## src/rtl/vga_pkg.sv

```systemverilog
// VGA timing package: default 640x480@60 constants and coordinate type.
// Shared by the sync generator, its interface and the pixel divider.
package vga_pkg;

    localparam int COORD_W = 10;
    localparam int MAX_TOTAL = 1 << COORD_W;

    typedef logic [COORD_W-1:0] coord_t;

    localparam int H_DISPLAY_DEF = 640;
    localparam int H_FRONT_DEF   = 16;
    localparam int H_SYNC_DEF    = 96;
    localparam int H_BACK_DEF    = 48;
    localparam int V_DISPLAY_DEF = 480;
    localparam int V_FRONT_DEF   = 10;
    localparam int V_SYNC_DEF    = 2;
    localparam int V_BACK_DEF    = 33;

    localparam int H_TOTAL =
        H_DISPLAY_DEF + H_FRONT_DEF + H_SYNC_DEF + H_BACK_DEF;
    localparam int V_TOTAL =
        V_DISPLAY_DEF + V_FRONT_DEF + V_SYNC_DEF + V_BACK_DEF;

endpackage

```

## src/rtl/vga_sync_gen_if.sv

```systemverilog
// VGA timing bundle: syncs, blanking, pixel strobes and coordinates.
// master drives the timing, slave consumes it.
interface vga_sync_if;
    import vga_pkg::*;

    logic   hsync;
    logic   vsync;
    logic   video_on;
    logic   p_tick;
    logic   frame_tick;
    coord_t pixel_x;
    coord_t pixel_y;

    modport master (
        output hsync, vsync, video_on, p_tick,
        output frame_tick, pixel_x, pixel_y
    );

    modport slave (
        input hsync, vsync, video_on, p_tick,
        input frame_tick, pixel_x, pixel_y
    );

endinterface

```

## src/rtl/vga_pixel_tick.sv

```systemverilog
// Mod-4 pixel-rate divider: one-clk p_tick every fourth clk.
// Used only when VGA_SYNC_CLKDIV_EN is defined.
module vga_pixel_tick (
    input  logic clk,
    input  logic rst,
    output logic p_tick
);

    logic [1:0] div_q;

    // free-running divider, cleared by reset
    always_ff @(posedge clk) begin
        if (!rst) begin
            div_q <= 2'd0;
        end else begin
            div_q <= div_q + 2'd1;
        end
    end

    assign p_tick = (div_q == 2'd3);

endmodule

```

## src/rtl/vga_sync_gen.sv

```systemverilog
// VGA sync generator: pixel/line counters with zero-skew hsync/vsync.
// Macro VGA_SYNC_CLKDIV_EN: divide clk by 4 for p_tick, else p_tick=1.
module vga_sync_gen
    import vga_pkg::*;
#(
    parameter int H_DISPLAY = H_DISPLAY_DEF,
    parameter int H_FRONT   = H_FRONT_DEF,
    parameter int H_SYNC    = H_SYNC_DEF,
    parameter int H_BACK    = H_BACK_DEF,
    parameter int V_DISPLAY = V_DISPLAY_DEF,
    parameter int V_FRONT   = V_FRONT_DEF,
    parameter int V_SYNC    = V_SYNC_DEF,
    parameter int V_BACK    = V_BACK_DEF
) (
    input  logic     clk,
    input  logic     rst,
    vga_sync_if.master vga
);

    localparam int H_TOT = H_DISPLAY + H_FRONT + H_SYNC + H_BACK;
    localparam int V_TOT = V_DISPLAY + V_FRONT + V_SYNC + V_BACK;

    localparam coord_t H_LAST = coord_t'(H_TOT - 1);
    localparam coord_t V_LAST = coord_t'(V_TOT - 1);
    localparam coord_t H_VIS  = coord_t'(H_DISPLAY);
    localparam coord_t V_VIS  = coord_t'(V_DISPLAY);
    localparam coord_t HS_LO  = coord_t'(H_DISPLAY + H_FRONT);
    localparam coord_t HS_HI  = coord_t'(H_DISPLAY + H_FRONT + H_SYNC - 1);
    localparam coord_t VS_LO  = coord_t'(V_DISPLAY + V_FRONT);
    localparam coord_t VS_HI  = coord_t'(V_DISPLAY + V_FRONT + V_SYNC - 1);

    logic   p_tick;
    coord_t x_q;
    coord_t y_q;
    coord_t x_nx;
    coord_t y_nx;
    logic   hs_q;
    logic   vs_q;

`ifdef VGA_SYNC_CLKDIV_EN
    vga_pixel_tick u_tick (
        .clk    (clk),
        .rst    (rst),
        .p_tick (p_tick)
    );
`else
    assign p_tick = 1'b1;
`endif

    // next position: wrap x at line end, wrap y with x at frame end
    always_comb begin
        x_nx = x_q + coord_t'(1);
        y_nx = y_q;
        if (x_q == H_LAST) begin
            x_nx = '0;
            y_nx = (y_q == V_LAST) ? '0 : y_q + coord_t'(1);
        end
    end

    // counters and syncs advance together, syncs decoded from next count
    always_ff @(posedge clk) begin
        if (!rst) begin
            x_q  <= '0;
            y_q  <= '0;
            hs_q <= 1'b1;
            vs_q <= 1'b1;
        end else if (p_tick) begin
            x_q  <= x_nx;
            y_q  <= y_nx;
            hs_q <= !((x_nx >= HS_LO) && (x_nx <= HS_HI));
            vs_q <= !((y_nx >= VS_LO) && (y_nx <= VS_HI));
        end
    end

    assign vga.hsync      = hs_q;
    assign vga.vsync      = vs_q;
    assign vga.video_on   = (x_q < H_VIS) && (y_q < V_VIS);
    assign vga.p_tick     = p_tick;
    assign vga.frame_tick = p_tick && (x_q == H_LAST) && (y_q == V_LAST);
    assign vga.pixel_x    = x_q;
    assign vga.pixel_y    = y_q;

endmodule

```

## src/flat_wrapper.sv

```systemverilog
// flat-port wrapper written by rule: the top's interface ports become plain ports
module vga_sync_gen_flat import vga_pkg::*;
#(
    parameter int H_DISPLAY = H_DISPLAY_DEF,
    parameter int H_FRONT   = H_FRONT_DEF,
    parameter int H_SYNC    = H_SYNC_DEF,
    parameter int H_BACK    = H_BACK_DEF,
    parameter int V_DISPLAY = V_DISPLAY_DEF,
    parameter int V_FRONT   = V_FRONT_DEF,
    parameter int V_SYNC    = V_SYNC_DEF,
    parameter int V_BACK    = V_BACK_DEF
)
  (clk, rst, vga_hsync, vga_vsync, vga_video_on, vga_p_tick, vga_frame_tick, vga_pixel_x, vga_pixel_y);
  vga_sync_if vga_i ();
  input  logic clk;
  input  logic rst;
  output wire logic [$bits(vga_i.hsync)-1:0] vga_hsync;
  output wire logic [$bits(vga_i.vsync)-1:0] vga_vsync;
  output wire logic [$bits(vga_i.video_on)-1:0] vga_video_on;
  output wire logic [$bits(vga_i.p_tick)-1:0] vga_p_tick;
  output wire logic [$bits(vga_i.frame_tick)-1:0] vga_frame_tick;
  output wire logic [$bits(vga_i.pixel_x)-1:0] vga_pixel_x;
  output wire logic [$bits(vga_i.pixel_y)-1:0] vga_pixel_y;
  assign vga_hsync = vga_i.hsync;
  assign vga_vsync = vga_i.vsync;
  assign vga_video_on = vga_i.video_on;
  assign vga_p_tick = vga_i.p_tick;
  assign vga_frame_tick = vga_i.frame_tick;
  assign vga_pixel_x = vga_i.pixel_x;
  assign vga_pixel_y = vga_i.pixel_y;
  vga_sync_gen #(.H_DISPLAY(H_DISPLAY), .H_FRONT(H_FRONT), .H_SYNC(H_SYNC), .H_BACK(H_BACK), .V_DISPLAY(V_DISPLAY), .V_FRONT(V_FRONT), .V_SYNC(V_SYNC), .V_BACK(V_BACK)) u_core (.clk(clk), .rst(rst), .vga(vga_i));
endmodule
```

## config.mk

```make
export PLATFORM = sky130hd
export DESIGN_NAME = vga_sync_gen_flat
export DESIGN_NICKNAME = d
export VERILOG_FILES = /design/src/rtl/vga_pkg.sv /design/src/rtl/vga_sync_gen_if.sv /design/src/rtl/vga_pixel_tick.sv /design/src/rtl/vga_sync_gen.sv /design/src/flat_wrapper.sv
export SDC_FILE = /design/constraint.sdc
export NUM_CORES = 1
export LEC_CHECK = 0
export CAP_MARGIN = 20
export CORE_ASPECT_RATIO = 1.5
export CORE_UTILIZATION = 52
export CTS_BUF_LIST = sky130_fd_sc_hd__clkbuf_8
export CTS_CLUSTER_SIZE = 20
export DETAILED_ROUTE_END_ITERATION = 10
export PLACE_DENSITY = 0.78
export SLEW_MARGIN = 20
export SYNTH_ARGS = -nofsm -noshare
export SYNTH_HDL_FRONTEND = slang
export SYNTH_HIERARCHICAL = 1
export SYNTH_SLANG_ARGS = --single-unit
```

## constraint.sdc

```tcl
create_clock -name clk -period 5.6 [get_ports clk]
set_input_delay 0.56 -clock clk [delete_from_list [all_inputs] [get_ports clk]]
set_output_delay 0.56 -clock clk [all_outputs]
set_load 0.03 [all_outputs]
```

## After elaboration in Yosys (flattened, before gate mapping)

Cells that the tools add are included.

- Add/subtract/negate cells: 2
- $lt $le $gt $ge: 6
- Equal/unequal tests: 2
- Multiplexer cells: 3
- Reduce and logical (&&, ||, !) cells: 6

Operator list:

| operator | count |
|---|---|
| $mux 10 | 3 |
| $add 10x1->10 const B | 2 |
| $eq 10x10->1 const B | 2 |
| $ge 10x10->1 const B | 1 |
| $ge 10x9->1 const B | 1 |
| $le 10x10->1 const B | 1 |
| $le 10x9->1 const B | 1 |
| $lt 10x10->1 const B | 1 |
| $lt 10x9->1 const B | 1 |
| $logic_and 1x1->1 | 4 |
| $logic_not 1->1 | 2 |

- Flip-flop bits (word level): 22
- Input bits: 2
- Output and inout port bits: 25
- Logic and storage cells: 23

## Depth between registers and ports, before layout

Gate-level depths: netlist of the first run.

- Word-level depth: 6
- Mapped depth: 7
- Depth with buffers taken out: 7

## Least setup slack after synthesis of the first run

No wires, ideal clock.

- Kind: register to output
- Start point: register u_core.y_q[9], in the netlist u_core/vga.pixel_y[9]
- End point: output vga_frame_tick
- Data arrival time: 1.897 ns
- Required time: 5.040 ns
- Slack: 3.143 ns
- Stages on the path, launching flop included: 4
- Buffers on the path: 0
- Path through: dfxtp_1 or4b_4 or3_1 nor2_1

- Longest elaborated chain between the ends: 2

RTL lines:

| item | line | source |
|---|---|---|
| from (decl) | vga_sync_gen.sv:34 | `coord_t y_q;` |
| from (signal assigned) | vga_sync_gen.sv:69 | `y_q <= y_nx;` |
| $eq 10x10->1 | vga_sync_gen.sv:79 | `assign vga.frame_tick = p_tick && (x_q == H_LAST) && (y_q == V_LAST);` |
| $logic_and 1x1->1 | vga_sync_gen.sv:79 |  |
| to (decl) | flat_wrapper.sv:21 | `output wire logic [$bits(vga_i.frame_tick)-1:0] vga_frame_tick;` |

No other way between the ends.

## Final worst setup path of the first run

- Start point: register u_core.y_q[7], in the netlist u_core/vga.pixel_y[7]
- End point: output vga_frame_tick

Same word-level chain as after synthesis.

==> results.md, run 1 <==
* GR Util met2 at 47.8%
* Xor and xnor area share after synthesis at 9.94%
* Largest net degree at the start of global routing at 12
* Worst-Skew Late Latency at 0.25 ns
* DR iter-0 viols at 44
* Setup TNS at 0 ns
* RePlAce Congestion at 0.928
* CP Class: reg2out
* Synth Flop Type: dfxtp_1
* Final setup fails at 0
* Adder-Cell Fraction of Synth Area at 4.06%
* Post-synthesis simple-gate area fraction at 30.7%
* Mux contribution to synthesized area at 0.811%
* CP max-delay cell: clkdlybuf4s50_1
* Layout area overhead at 25.4%
* Layout cells sized above 1 at 8.77%
* Seq/Total Area, Yosys at 35.7%
* Post-Route WL at 3.01 mm
* Top-count cell post-synth: dfxtp_1
* CTS tree: built
* Hold Buf Count CTS at 0
* TritonCTS buffer count at 3
* Final Power at 272 uW
* Initial antenna violation count at 0
* # diodes at 0
* R2r endpoint: u_core/vga.vsync
* Max-Cap Viols at 0
* Delay-heaviest family, CP: simple AND/OR/NAND/NOR gates
* Fmax at 336 MHz
* DR vias at 1193
* Mean post-synth cell area at 8.57 um^2
* Final hold violations at 0
* Peak supply drop at 0.207 mV
* Post-CTS Setup Bufs at 0
* Wirelength per Cell at 15.5 um
* FILL cells at 192
* # DRC at 0
* Internal Power at 211 uW
* Worst-path fanout max at 7
* Largest family of logic cells by synthesized area: simple AND/OR/NAND/NOR gates
* Worst reg-to-reg setup slack at 3.25 ns
* Dpl hpwl at 2.32 mm
* Tmin final at 2.98 ns
* Static Leak at 0.502 nW
* GRT met1 Usage at 26.5%
* Clk sinks at 22
* Vias in the first global route at 1090
* Worst path required time at 5.04 ns
* Yosys Warn Count at 6
* Syn Std Cell Area at 1230 um^2
* Hold Path Sink: u_core/vga.pixel_x[0]
* Slew Limit Fails at 0
* Max stage delay on crit path at 0.68 ns
* Clk pwr share at 35.3%
* Ranking of synthesized cells by area: dfxtp_1 36%, xnor2_1 7.8%, nor2_1 6.1%
* Cell Rows at 21
* Hold_sp: u_core/vga.pixel_x[0]
* Synth cell count leaders: 22 x dfxtp_1, 20 x nor2_1, 13 x nand2_1, 11 x xnor2_1, 8 x inv_1
* First-pass iteration count of the detailed router at 4
* Post-cts resize count at 0
* Combinational Power Share at 5.7%
* Hold crit path type: reg2reg
* RSZ-0062 raised after global routing: no
* Clock root buffer master: clkbuf_8
* Reg clk slew, reported paths at 0.08 ns
* Number of synthesized flops with an enable pin at 0
* I/O Buffers at 25
* Syn Inst Count at 144
* Critical Path AT at 2.42 ns
* Post-synth top area cell: dfxtp_1
* Startpoint types: register
* H-tree depth at 1
* Met3 Resource Use GR at 3.52%
* Sw power at 61.0 uW
* Tcrit/Tclk final at 53.2%
* Synth unique cells at 44
* Post-synth net total at 150
* DIE AREA at 2580 um^2
* Register bit count reported by yosys at 22
* Ports at 27
* Height of the chip at 61.7 um
* Status: finished, final reports clean
* Fraction of registers with async set/reset at 0%
* Vias per inst at 6.15
* Synth Area in Compound Gates at 15.4%
* Crit path buf inv count at 1
* First-pass GRT wire length at 4.93 mm
* Clk buf depth at 2
* GR peak layer: met2
* Fin nets at 179
* CP endpoint kind: primary output
* Core area at 2230 um^2
* Seq pwr share at 59.0%
* Antenna-violating nets left at 0
* Starting Density at 55.2%
* Chip width at 41.8 um
* Critical-path cell list: or4b_4 -> or3_1 -> nor2_1 -> clkdlybuf4s50_1
* Gr ovfl total at 0
* R2R cell count at 6
* Net switching fraction of the power at 22.4%
* Max Clock Skew at 0.00227 ns
* Worst R2R Start: u_core/vga.pixel_x[0]
* Share of the synthesized area in the top cell type at 35.7%
* Total GRT Usage at 25.0%
* Pwr/cell area at 176 nW/um^2
* WHS Path Cells at 1
==> worst register-to-register path, stage by stage, from the launching register on <==
cell and delay, ns:
dfxtp_1 0.42, ha_1 0.25, nand4_1 0.32, nor3_4 0.44, nand3_2 0.15, a2111oi_2 0.48
nand4b_1 0.16
==> sequential cells by signal (all words and copies together) (netlist names) <==
signal,flops
u_core/vga.hsync,1
u_core/vga.pixel_x,10
u_core/vga.vsync,1
u_core/vga.pixel_y,10
==> metrics by stage <==
stage / utilization (%) / area (um^2) / setup WS, ns / instances / hold slack [ns]
finish: 69.2 / 1550 / 2.62 / 194 / 0.510
global route: 69.2 / 1550 / 2.57 / 194 / 0.537
CTS: 69.2 / 1550 / 2.61 / 194 / 0.513
detailed placement: 67.4 / 1510 / 2.90 / 191 / 0.495
global placement: 67.4 / 1510 / 2.92 / 191 / 0.471
floorplan: - / 1230 / 3.14 / 144 / 0.586
==> routing by layer <==
metal	vias up	part of all wire [%]
li1	568	-
met1	571	40
met2	41	52
met3	13	4.1
met4	0	3.9
met5	-	0
==> power groups by stage <==
| stage | Sequential, mW | Combinational [mW] | Clock [mW] |
|---|---|---|---|
| after floorplan | 0.168 | 0.00598 | 0 |
| after global placement | 0.164 | 0.0153 | 0 |
| after detailed placement | 0.164 | 0.0155 | 0 |
| after CTS | 0.161 | 0.0156 | 0.0983 |
| after global routing | 0.161 | 0.0167 | 0.103 |
| final | 0.161 | 0.0156 | 0.0960 |
==> logic make-up after synthesis <==
kind of cell,count (synthesis)
AOI/OAI and AO/OA,24
xor gates and xnor gates,14
adders and majority gates,4
buffers and inverters,9
DFF,22
muxes,1
other,1
and+or+nand+nor,69
==> cell type report <==
cell class,instances,area (um^2),share of cell area [%]
clock buffer,3,41.3,2.67
inverter,8,30.0,1.94
multi-input combinational,113,756,48.9
sequential,22,440,28.5
tap,23,28.8,1.86
timing repair buffer,25,250,16.2
==> cell usage in the layout, fill, tap and decap left out, types with 2 or more instances in the layout <==
cell type	synthesis	routed
clkdlybuf4s50_1	0	25
dfxtp_1	22	22
nor2_1	20	20
nand2_1	13	13
xnor2_1	11	11
inv_1	8	8
nand3_1	6	6
o21ai_0	5	5
nor3_1	4	4
and2_1	4	4
nor4_1	4	4
ha_1	4	4
clkbuf_8	0	3
nand4_1	3	3
a21oi_1	3	3
xor2_1	3	3
nand3_2	2	2
or3_1	2	2
o21a_1	2	2
a211oi_1	2	2
==> how the worst max path moves through the flow <==
stage                               start             end  cells past startpoint
finish              u_core/vga.pixel_y[7]  vga_frame_tick                      4
global route        u_core/vga.pixel_y[7]  vga_frame_tick                      4
CTS                 u_core/vga.pixel_y[7]  vga_frame_tick                      4
detailed placement  u_core/vga.pixel_y[7]  vga_frame_tick                      4
global placement    u_core/vga.pixel_y[7]  vga_frame_tick                      4
floorplan           u_core/vga.pixel_y[9]  vga_frame_tick                      3
Note: power is estimated with default switching activity, not from simulation.
==> run 2, diff against run 1 <==
==> constraint.sdc (replaced) <==
create_clock -name clk -period 3.05 [get_ports clk]
set_input_delay 0.305 -clock clk [delete_from_list [all_inputs] [get_ports clk]]
set_output_delay 0.305 -clock clk [all_outputs]
set_load 0.03 [all_outputs]
==> run 2 against run 1 <==
Net effect: cell count unchanged; critical path type unchanged; clock-buffer cell count unchanged; via count down 2.7%; critical path depth unchanged; sequential share of layout area unchanged; non-clock buffer count unchanged; sequential power up 83%; highest routed layer unchanged; largest power group unchanged.
==> results.md, run 2 (same netlist as run 1, synthesis figures left out) <==
* Setup TNS at 0 ns (unchanged)
* First-pass GRT wire length at 4.71 mm (-4.6%)
* DIE AREA at 2580 um^2 (unchanged)
* # DRC at 0 (unchanged)
* Final hold violations at 0 (unchanged)
* Gr ovfl total at 0 (unchanged)
* Worst-path fanout max at 7 (unchanged)
* Height of the chip at 61.7 um (unchanged)
* Clock root buffer master: clkbuf_8
* Most frequent cells in the layout: 25 x clkdlybuf4s50_1, 22 x dfxtp_1, 20 x nor2_1
* Cell Rows at 21 (unchanged)
* Ports at 27 (unchanged)
* Post-CTS Setup Bufs at 0 (unchanged)
* Status: finished, final reports clean
* Total GRT Usage at 24.2% (-0.84 points)
* H-tree depth at 1 (unchanged)
* Initial antenna violation count at 0 (unchanged)
* Hold Buf Count CTS at 0 (unchanged)
* Slew Limit Fails at 0 (unchanged)
* GR Util met2 at 44.4% (-3.3 points)
* Post-cts resize count at 0 (unchanged)
* CP endpoint kind: primary output
* Hold crit path type: reg2reg
* TritonCTS buffer count at 3 (unchanged)
* Post-Route WL at 2.91 mm (-3.5%)
* Vias in the first global route at 1103 (+1.2%)
* Layout cells sized above 1 at 8.77% (unchanged)
* Static Leak at 0.502 nW (unchanged)
* # diodes at 0 (unchanged)
* Fmax at 364 MHz
* R2R cell count at 6 (unchanged)
* Final setup fails at 0 (unchanged)
* Tmin final at 2.75 ns
* Vias per inst at 5.98 (-2.7%)
* CP Class: reg2out
* Post-route cell area at 1550 um^2 (unchanged)
* Max stage delay on crit path at 0.68 ns (about the same)
* First-pass iteration count of the detailed router at 4 (unchanged)
* Final hold slack at 0.513 ns (+0.00267 ns)
* Tcrit/Tclk final at 90.1%
* Max Clock Skew at 0.00440 ns (+0.00213 ns)
* CTS tree: built
* Met3 Resource Use GR at 4.11% (+0.59 points)
* Final Power at 498 uW (+83%)
* I/O Buffers at 25 (unchanged)
* Largest net degree at the start of global routing at 12 (unchanged)
* Starting Density at 55.2% (unchanged)
* Core area at 2230 um^2 (unchanged)
* Fin nets at 179 (unchanged)
* Most common cell after layout, fill and taps aside: clkdlybuf4s50_1
* GR peak layer: met2
* Chip width at 41.8 um (unchanged)
* Pwr/cell area at 322 nW/um^2 (+83%)
* DR iter-0 viols at 31 (-30%)
* Register area at 440 um^2 (unchanged)
* Worst path required time at 2.74 ns (-2.30 ns)
* Clk buf depth at 2 (unchanged)
* Peak supply drop at 0.330 mV (+59%)
* Critical Path AT at 2.44 ns (+0.02 ns)
* Layout area overhead at 25.4% (unchanged)
* Area after DPL at 1510 um^2 (unchanged)
* RePlAce Congestion at 0.956 (+3.0%)
* Critical-path cell list: or4b_4 -> or3_1 -> nor2_1 -> clkdlybuf4s50_1
* RSZ-0062 raised after global routing: no
* WHS Path Cells at 1 (unchanged)
* Max-Cap Viols at 0 (unchanged)
* DR vias at 1161 (-2.7%)
* Reg clk slew, reported paths at 0.07 ns (about the same)
* Worst-Skew Late Latency at 0.26 ns (about the same)
* Antenna-violating nets left at 0 (unchanged)
* GRT met1 Usage at 25.5% (-0.99 points)
* CP max-delay cell: clkdlybuf4s50_1
* Wirelength per Cell at 15.0 um (-3.5%)
* Clk sinks at 22 (unchanged)
* Multi-input logic area at 756 um^2 (unchanged)
* FILL cells at 166 (-14%)
* Startpoint types: register
* Dpl hpwl at 2.23 mm (-3.7%)
-- run 2: worst max-delay path, delay by kind of cell (launching register included) --
kind,cells,cell delay (ns)
flops,1,0.37
buf+inv,1,0.68
simple gates,3,1.14
-- run 2: power breakdown --
part	switching [mW]	internal (mW)
Sequential	0.00504	0.290
Combinational	0.0184	0.00996
Clock	0.0866	0.0880
Total	0.110	0.388
-- run 2: final timing paths --
path / from / to / slack (ns)
max reg2reg: u_core/vga.pixel_x[0] / u_core/vga.vsync / 0.76
min reg2reg: u_core/vga.pixel_x[0] / u_core/vga.pixel_x[0] / 0.51
max: u_core/vga.pixel_y[7] / vga_frame_tick / 0.30
min: u_core/vga.pixel_x[0] / u_core/vga.pixel_x[0] / 0.51
-- run 2: cell type report --
type / count / area share, %
tap: 23 / 1.86
sequential: 22 / 28.5
multi-input combinational: 113 / 48.9
clock buffer: 3 / 2.67
timing repair buffer: 25 / 16.2
inverter: 8 / 1.94
-- run 2: routing by layer --
metal | vias to the layer above | share of wire (%)
met5 | - | 0
met3 | 12 | 5.2
met1 | 529 | 39
met2 | 47 | 52
li1 | 573 | -
met4 | 0 | 3.6
-- run 2: per-stage QoR --
step	utilization (%)	std cells	worst slack [ns]
after floorplan	-	144	0.848
after global placement	67.4	191	0.626
after detailed placement	67.4	191	0.575
after CTS	69.2	194	0.286
after global routing	69.2	194	0.233
final	69.2	194	0.301
==> run 3, diff against run 2 <==
--- a/config.mk
+++ b/config.mk
@@ -5,7 +5,6 @@
 export SDC_FILE = /design/constraint.sdc
 export NUM_CORES = 1
 export LEC_CHECK = 0
-export CAP_MARGIN = 20
 export CORE_ASPECT_RATIO = 1.5
 export CORE_UTILIZATION = 52
 export CTS_BUF_LIST = sky130_fd_sc_hd__clkbuf_8
==> results of run 3 <==
The final DEF is identical to that of run 2; final timing and power are the same.
